`src/rtl/mem_arbiter.sv`:
```
// Arbitrates one main-memory port between I-side and D-side block bursts; D-side wins ties.
// Latency: grant one cycle after req in IDLE, BLOCK_WORDS beats, one done cycle, one IDLE cycle.
// Backpressure: mem_ack low stalls the beat counter and address; memstall holds the core meanwhile.
module mem_arbiter #(
  parameter int ADDR_W      = 32,
  parameter int DATA_W      = 32,
  parameter int BLOCK_WORDS = 4
) (
  input  logic                           clk,
  input  logic                           reset_n,
  input  logic                           ireq,
  input  logic [ADDR_W-1:0]              iaddr,
  input  logic                           dreq,
  input  logic                           dwe,
  input  logic [ADDR_W-1:0]              daddr,
  input  logic [DATA_W-1:0]              dwdata,
  output logic [$clog2(BLOCK_WORDS)-1:0] dbeat,
  output logic [DATA_W-1:0]              rdata,
  output logic [$clog2(BLOCK_WORDS)-1:0] rword,
  output logic                           ivalid,
  output logic                           dvalid,
  output logic                           idone,
  output logic                           ddone,
  output logic                           mem_req,
  output logic                           mem_we,
  output logic [ADDR_W-1:0]              mem_addr,
  output logic [DATA_W-1:0]              mem_wdata,
  input  logic [DATA_W-1:0]              mem_rdata,
  input  logic                           mem_ack,
  output logic                           memstall
);

  localparam int BW  = $clog2(BLOCK_WORDS);
  localparam int BSH = $clog2(DATA_W / 8);
  localparam int OFF = BW + BSH;
  localparam logic [ADDR_W-1:0] BASE_MASK = {ADDR_W{1'b1}} << OFF;
  localparam logic [BW-1:0]     LAST_BEAT = BW'(BLOCK_WORDS - 1);

  typedef enum logic [2:0] {IDLE, I_XFER, D_XFER, I_DONE, D_DONE} state_t;

  state_t            state, nextState;
  logic [BW-1:0]     cnt;
  logic [ADDR_W-1:0] base;
  logic              we;
  logic              xfer;

  assign xfer = (state == I_XFER) || (state == D_XFER);

  always_comb begin
    nextState = state;
    case (state)
      IDLE: begin
        if (dreq)      nextState = D_XFER;
        else if (ireq) nextState = I_XFER;
      end
      I_XFER:  if (mem_ack && cnt == LAST_BEAT) nextState = I_DONE;
      D_XFER:  if (mem_ack && cnt == LAST_BEAT) nextState = D_DONE;
      I_DONE:  nextState = IDLE;
      D_DONE:  nextState = IDLE;
      default: nextState = IDLE;
    endcase
  end

  always_ff @(posedge clk or negedge reset_n) begin
    if (!reset_n) begin
      state  <= IDLE;
      cnt    <= '0;
      base   <= '0;
      we     <= 1'b0;
      rdata  <= '0;
      rword  <= '0;
      ivalid <= 1'b0;
      dvalid <= 1'b0;
    end else begin
      state  <= nextState;
      ivalid <= 1'b0;
      dvalid <= 1'b0;
      if (state == IDLE) begin
        cnt <= '0;
        if (dreq) begin
          base <= daddr & BASE_MASK;
          we   <= dwe;
        end else if (ireq) begin
          base <= iaddr & BASE_MASK;
          we   <= 1'b0;
        end
      end else if (xfer && mem_ack) begin
        cnt <= cnt + BW'(1);
        // Write beats leave the shared read register untouched.
        if (!we) begin
          rdata  <= mem_rdata;
          rword  <= cnt;
          ivalid <= (state == I_XFER);
          dvalid <= (state == D_XFER);
        end
      end
    end
  end

  assign mem_req   = xfer;
  assign mem_we    = (state == D_XFER) && we;
  assign mem_addr  = xfer ? base + (ADDR_W'(cnt) << BSH) : '0;
  assign mem_wdata = (state == D_XFER) ? dwdata : '0;
  assign dbeat     = (state == D_XFER) ? cnt : '0;
  assign idone     = (state == I_DONE);
  assign ddone     = (state == D_DONE);
  assign memstall  = (ireq && !idone) || (dreq && !ddone);

endmodule

```
`config.mk`:
```
export PLATFORM = sky130hd
export DESIGN_NAME = mem_arbiter
export DESIGN_NICKNAME = d
export VERILOG_FILES = /design/src/rtl/mem_arbiter.sv
export SDC_FILE = /design/constraint.sdc
export NUM_CORES = 1
export LEC_CHECK = 0
export CAP_MARGIN = 40
export CORE_MARGIN = 2
export CORE_UTILIZATION = 39
export CTS_BUF_LIST = sky130_fd_sc_hd__clkbuf_16
export DETAILED_ROUTE_END_ITERATION = 7
export PLACE_DENSITY = 0.86
export REMOVE_ABC_BUFFERS = 1
export SYNTH_ARGS = -nofsm -noshare
export SYNTH_HDL_FRONTEND = slang
export SYNTH_SLANG_ARGS = --single-unit
```
`constraint.sdc`:
```
create_clock -name clk -period 3.01 [get_ports clk]
set_input_delay 0.602 -clock clk [delete_from_list [all_inputs] [get_ports clk]]
set_output_delay 0.602 -clock clk [all_outputs]
set_load 0.005 [all_outputs]
```
==> tab_implementation.tex, run 1 <==
\begin{tabular}{lr}
\hline
Metric & Value \\
\hline
\multicolumn{2}{l}{\textbf{STA}} \\
Count of final max-slew check failures & 0 \\
Ratio of final minimum period to clock period & approximately nine tenths \\
Max frequency & around 360 MHz \\
Setup repair after global routing missed its margin & no \\
Number of hold violations in the final report & 0 \\
Crit path time final & roughly 2.7 ns \\
Setup TNS & 0 ns \\
Setup-failing EPs final & 0 \\
Clock skew after layout & roughly 0.0072 ns \\
\multicolumn{2}{l}{\textbf{Worst setup path}} \\
Reg2reg start & state[1] \\
Destination of the worst register-to-register timing path & base[27] \\
Path type of the worst setup path & reg -> out \\
Slack of the worst reg-to-reg path & 1.13 ns \\
Crit path launch type & flip-flop \\
Worst-path maximum fanout & 33 \\
Crit path required time & 2.41 ns \\
FF-to-FF path depth & 4 \\
Critical path endpoint category & output pin \\
Crit path arrival time & about 2.1 ns \\
\multicolumn{2}{l}{\textbf{Cells and area}} \\
End-of-flow core utilization & roughly 70\% \\
Nets & 641 \\
Count of inserted antenna diode cells & 0 \\
Layout area overhead & 77.58\% \\
Highest-count cells in the layout ignoring fill and taps & 229 x sky130\_fd\_sc\_hd\_\_clkdlybuf4s50\_1, 82 x sky130\_fd\_sc\_hd\_\_mux2\_2, 70 x sky130\_fd\_sc\_hd\_\_dfrtp\_1, 66 x sky130\_fd\_sc\_hd\_\_and2\_1 \\
Share of cells above drive strength 1 & between 20\% and 30\% \\
Commonest non-fill, non-tap cell in the layout & sky130\_fd\_sc\_hd\_\_clkdlybuf4s50\_1 \\
\multicolumn{2}{l}{\textbf{Global route}} \\
Initial antenna violation count & 0 \\
First-pass GRT wire length & roughly 16 mm \\
Grt total ovfl & 0 \\
Via count of the first global-routing pass & about 3200 \\
Global-route total usage across every layer & roughly a fifth \\
Largest net degree at the start of global routing & 67 \\
\multicolumn{2}{l}{\textbf{Power}} \\
Power density cells & 940.1 mW/mm\^{}2 \\
Internal Dissipation & 4304 uW \\
NetSw & between 1500 and 2000 uW \\
Switching portion of total power & 27.46\% \\
Part of the total power dissipated in the clock network & around a fifth \\
Leakage component of the power & approximately 0.0026 uW \\
Peak supply drop & about 0.00055 V \\
Combinational fraction of design power & between 50\% and 60\% \\
Sequential share of power & between 20 and 30\% \\
\multicolumn{2}{l}{\textbf{Logic synthesis}} \\
Number of synthesized register bits & 70 \\
Top cells by area, synth & sky130\_fd\_sc\_hd\_\_dfrtp\_1 49\%, sky130\_fd\_sc\_hd\_\_mux2\_2 26\%, sky130\_fd\_sc\_hd\_\_and2\_1 12\% \\
Cell Area, Synth & between 0.003 and 0.004 mm\^{}2 \\
Gate count of the mapped netlist & about 280 \\
Post-synthesis sequential area ratio & around 50\% \\
Mean area per synthesized cell & around 13 um\^{}2 \\
Synthesis warning total & 0 \\
Portion of synthesized cell area occupied by the leading cell type & between 40\% and 50\% \\
Cell taking the most area after synthesis & sky130\_fd\_sc\_hd\_\_dfrtp\_1 \\
Synth cell types & 31 \\
\multicolumn{2}{l}{\textbf{Clock tree}} \\
CTS clk-pin slew, worst paths & about 0.06 ns \\
Htree depth & 3 \\
Clock Latency Late Sink & 0.32 ns \\
Setup Buffers After CTS & 0 \\
CTS Buffer Depth & 2 \\
TritonCTS Buffers & 9 \\
Root Buffer & sky130\_fd\_sc\_hd\_\_clkbuf\_16 \\
Number of hold buffers added after cts & 0 \\
Number of sinks handled by clock tree synthesis & 70 \\
Post-cts gate resize count & 0 \\
TritonCTS clock tree & done \\
\multicolumn{2}{l}{\textbf{Detailed routing}} \\
DRC errors left & 0 \\
Average wire per cell in the routed design & about 16 um \\
Total vias in the final route & 2948 \\
Count of TritonRoute iterations in the first routing pass & 4 \\
First DRT Iteration DRCs & 52 \\
Final ANT Viol Nets & 0 \\
Vias/cell & about 4.8 \\
Final Routed Wirelength & 9.967 mm \\
\multicolumn{2}{l}{\textbf{Floorplanning}} \\
Number of top-level pins & 241 \\
Number of rows created at floorplan & 34 \\
CORE AREA & about 0.0088 mm\^{}2 \\
Starting density of the core & approximately two fifths \\
Die Area & between 0.009 and 0.01 mm\^{}2 \\
Die height & slightly below 100 um \\
Horiz. Die Dim & approximately 100 um \\
\multicolumn{2}{l}{\textbf{Placed design}} \\
Placer's final routability congestion estimate & $\sim$0.76 \\
IO buf count & between 200 and 250 \\
Detail Placement HPWL & 7.738 mm \\
\multicolumn{2}{l}{\textbf{Outcome}} \\
Run status & finished, final reports clean \\
\multicolumn{2}{l}{\textbf{Hold path}} \\
Worst min-delay path category & in -> async \\
\multicolumn{2}{l}{\textbf{Flow run}} \\
Maximum capacitance violations & 0 \\
\hline
\end{tabular}
[state kept, by name, summed over array words and instances (netlist names)]
register and flops:
dvalid 1, cnt 2, we 1, ivalid 1
base 28, rword 2, rdata 32, state 3
[worst max-delay path by stage]
stage	startpoint	to	slack, ns	depth (start not counted)
after floorplan	state[1]	dbeat[0]	0.32	2
after detailed placement	dreq	memstall	0.51	4
after CTS	state[1]	mem_wdata[7]	0.23	4
final	state[1]	mem_wdata[7]	0.27	4
after global placement	dreq	memstall	0.52	4
after global routing	state[1]	mem_wdata[7]	0.09	4
[final cells by class]
type	instances	area (um^2)
clock buffers	9	225.2
inverters	3	11.26
flip-flops and latches	70	1752
repair buffers	237	2397
well taps	108	135.1
clock inverters	7	113.9
fillers	621	2451
multi-input cells	185	1678
[per-stage QoR]
step	setup WS, ns	std cells	power, uW	cell area (um^2)	hold slack [ns]
after floorplan	0.3245	258	2860	3433	0.3064
after global placement	0.5169	602	4698	5946	0.4819
after detailed placement	0.5139	603	4793	5973	0.4198
after CTS	0.2340	619	6017	6312	0.07199
after global routing	0.09480	619	6300	6312	0.07096
final	0.2661	619	5934	6312	0.08104
[layer usage]
layer  vias up  global-route usage (%)  share of wire [%]
met3        11                   7.871                 10
met1      1415                   21.52                 35
met4         0                   6.322                1.4
met5         -                       0                  0
met2       129                   37.58                 53
li1       1393                       -                  -
[power groups by stage]
| stage | clock network (uW) | logic [uW] | registers [uW] |
|---|---|---|---|
| floorplan | 0 | 1220 | 1640 |
| global placement | 0 | 3060 | 1640 |
| detailed placement | 0 | 3120 | 1670 |
| CTS | 1210 | 3140 | 1660 |
| global route | 1260 | 3310 | 1720 |
| finish | 1190 | 3090 | 1660 |
[kinds of logic (layout without fill, tap and decap cells)]
| group | after synthesis | in the layout | synth area share (%) |
|---|---|---|---|
| compound gates | 9 | 9 | 2.112 |
| flops | 70 | 70 | 49.28 |
| buf+inv | 23 | 256 | 3.837 |
| other cells | 1 | 2 | 0.1055 |
| simple gates | 80 | 80 | 14.04 |
| xor+xnor | 2 | 2 | 0.4929 |
| fa+ha+maj | 1 | 1 | 0.3519 |
| mux | 91 | 91 | 29.78 |
[cells in the mapped netlist]
library cell,n
sky130_fd_sc_hd__a21oi_4,1
sky130_fd_sc_hd__nor4b_1,1
sky130_fd_sc_hd__dfrtp_1,70
sky130_fd_sc_hd__nor3b_1,2
sky130_fd_sc_hd__buf_12,1
sky130_fd_sc_hd__a31o_2,1
sky130_fd_sc_hd__clkbuf_1,8
sky130_fd_sc_hd__a211oi_1,1
sky130_fd_sc_hd__buf_2,6
sky130_fd_sc_hd__and3_1,2
sky130_fd_sc_hd__nand2b_1,1
sky130_fd_sc_hd__o31ai_1,1
sky130_fd_sc_hd__o211a_1,1
sky130_fd_sc_hd__buf_4,3
sky130_fd_sc_hd__o211ai_1,1
sky130_fd_sc_hd__xor2_1,1
sky130_fd_sc_hd__or3_4,1
sky130_fd_sc_hd__inv_1,3
sky130_fd_sc_hd__buf_6,2
sky130_fd_sc_hd__mux2_4,9
sky130_fd_sc_hd__nand2_1,3
sky130_fd_sc_hd__and3b_1,1
sky130_fd_sc_hd__nor2_1,2
sky130_fd_sc_hd__conb_1,1
sky130_fd_sc_hd__mux2_2,82
sky130_fd_sc_hd__nor3_1,1
sky130_fd_sc_hd__xnor2_1,1
sky130_fd_sc_hd__ha_1,1
sky130_fd_sc_hd__and2_1,66
sky130_fd_sc_hd__a21oi_1,1
sky130_fd_sc_hd__o22ai_1,2
[critical path, stage by stage, from the launching register on]
cell and delay (ns):
sky130_fd_sc_hd__dfrtp_1 0.51, sky130_fd_sc_hd__nor3b_2 0.40, sky130_fd_sc_hd__buf_12 0.21, sky130_fd_sc_hd__and2_1 0.13
sky130_fd_sc_hd__clkdlybuf4s50_1 0.57
Power figures use the tool's default switching activity.
==> run 2, diff against run 1 <==
--- a/config.mk
+++ b/config.mk
@@ -12,6 +12,7 @@
 export DETAILED_ROUTE_END_ITERATION = 7
 export PLACE_DENSITY = 0.86
 export REMOVE_ABC_BUFFERS = 1
+export SKIP_CTS_REPAIR_TIMING = 1
 export SYNTH_ARGS = -nofsm -noshare
 export SYNTH_HDL_FRONTEND = slang
 export SYNTH_SLANG_ARGS = --single-unit
==> results of run 2 <==
Same layout as run 1: the final DEF is identical, and so are final timing and power.
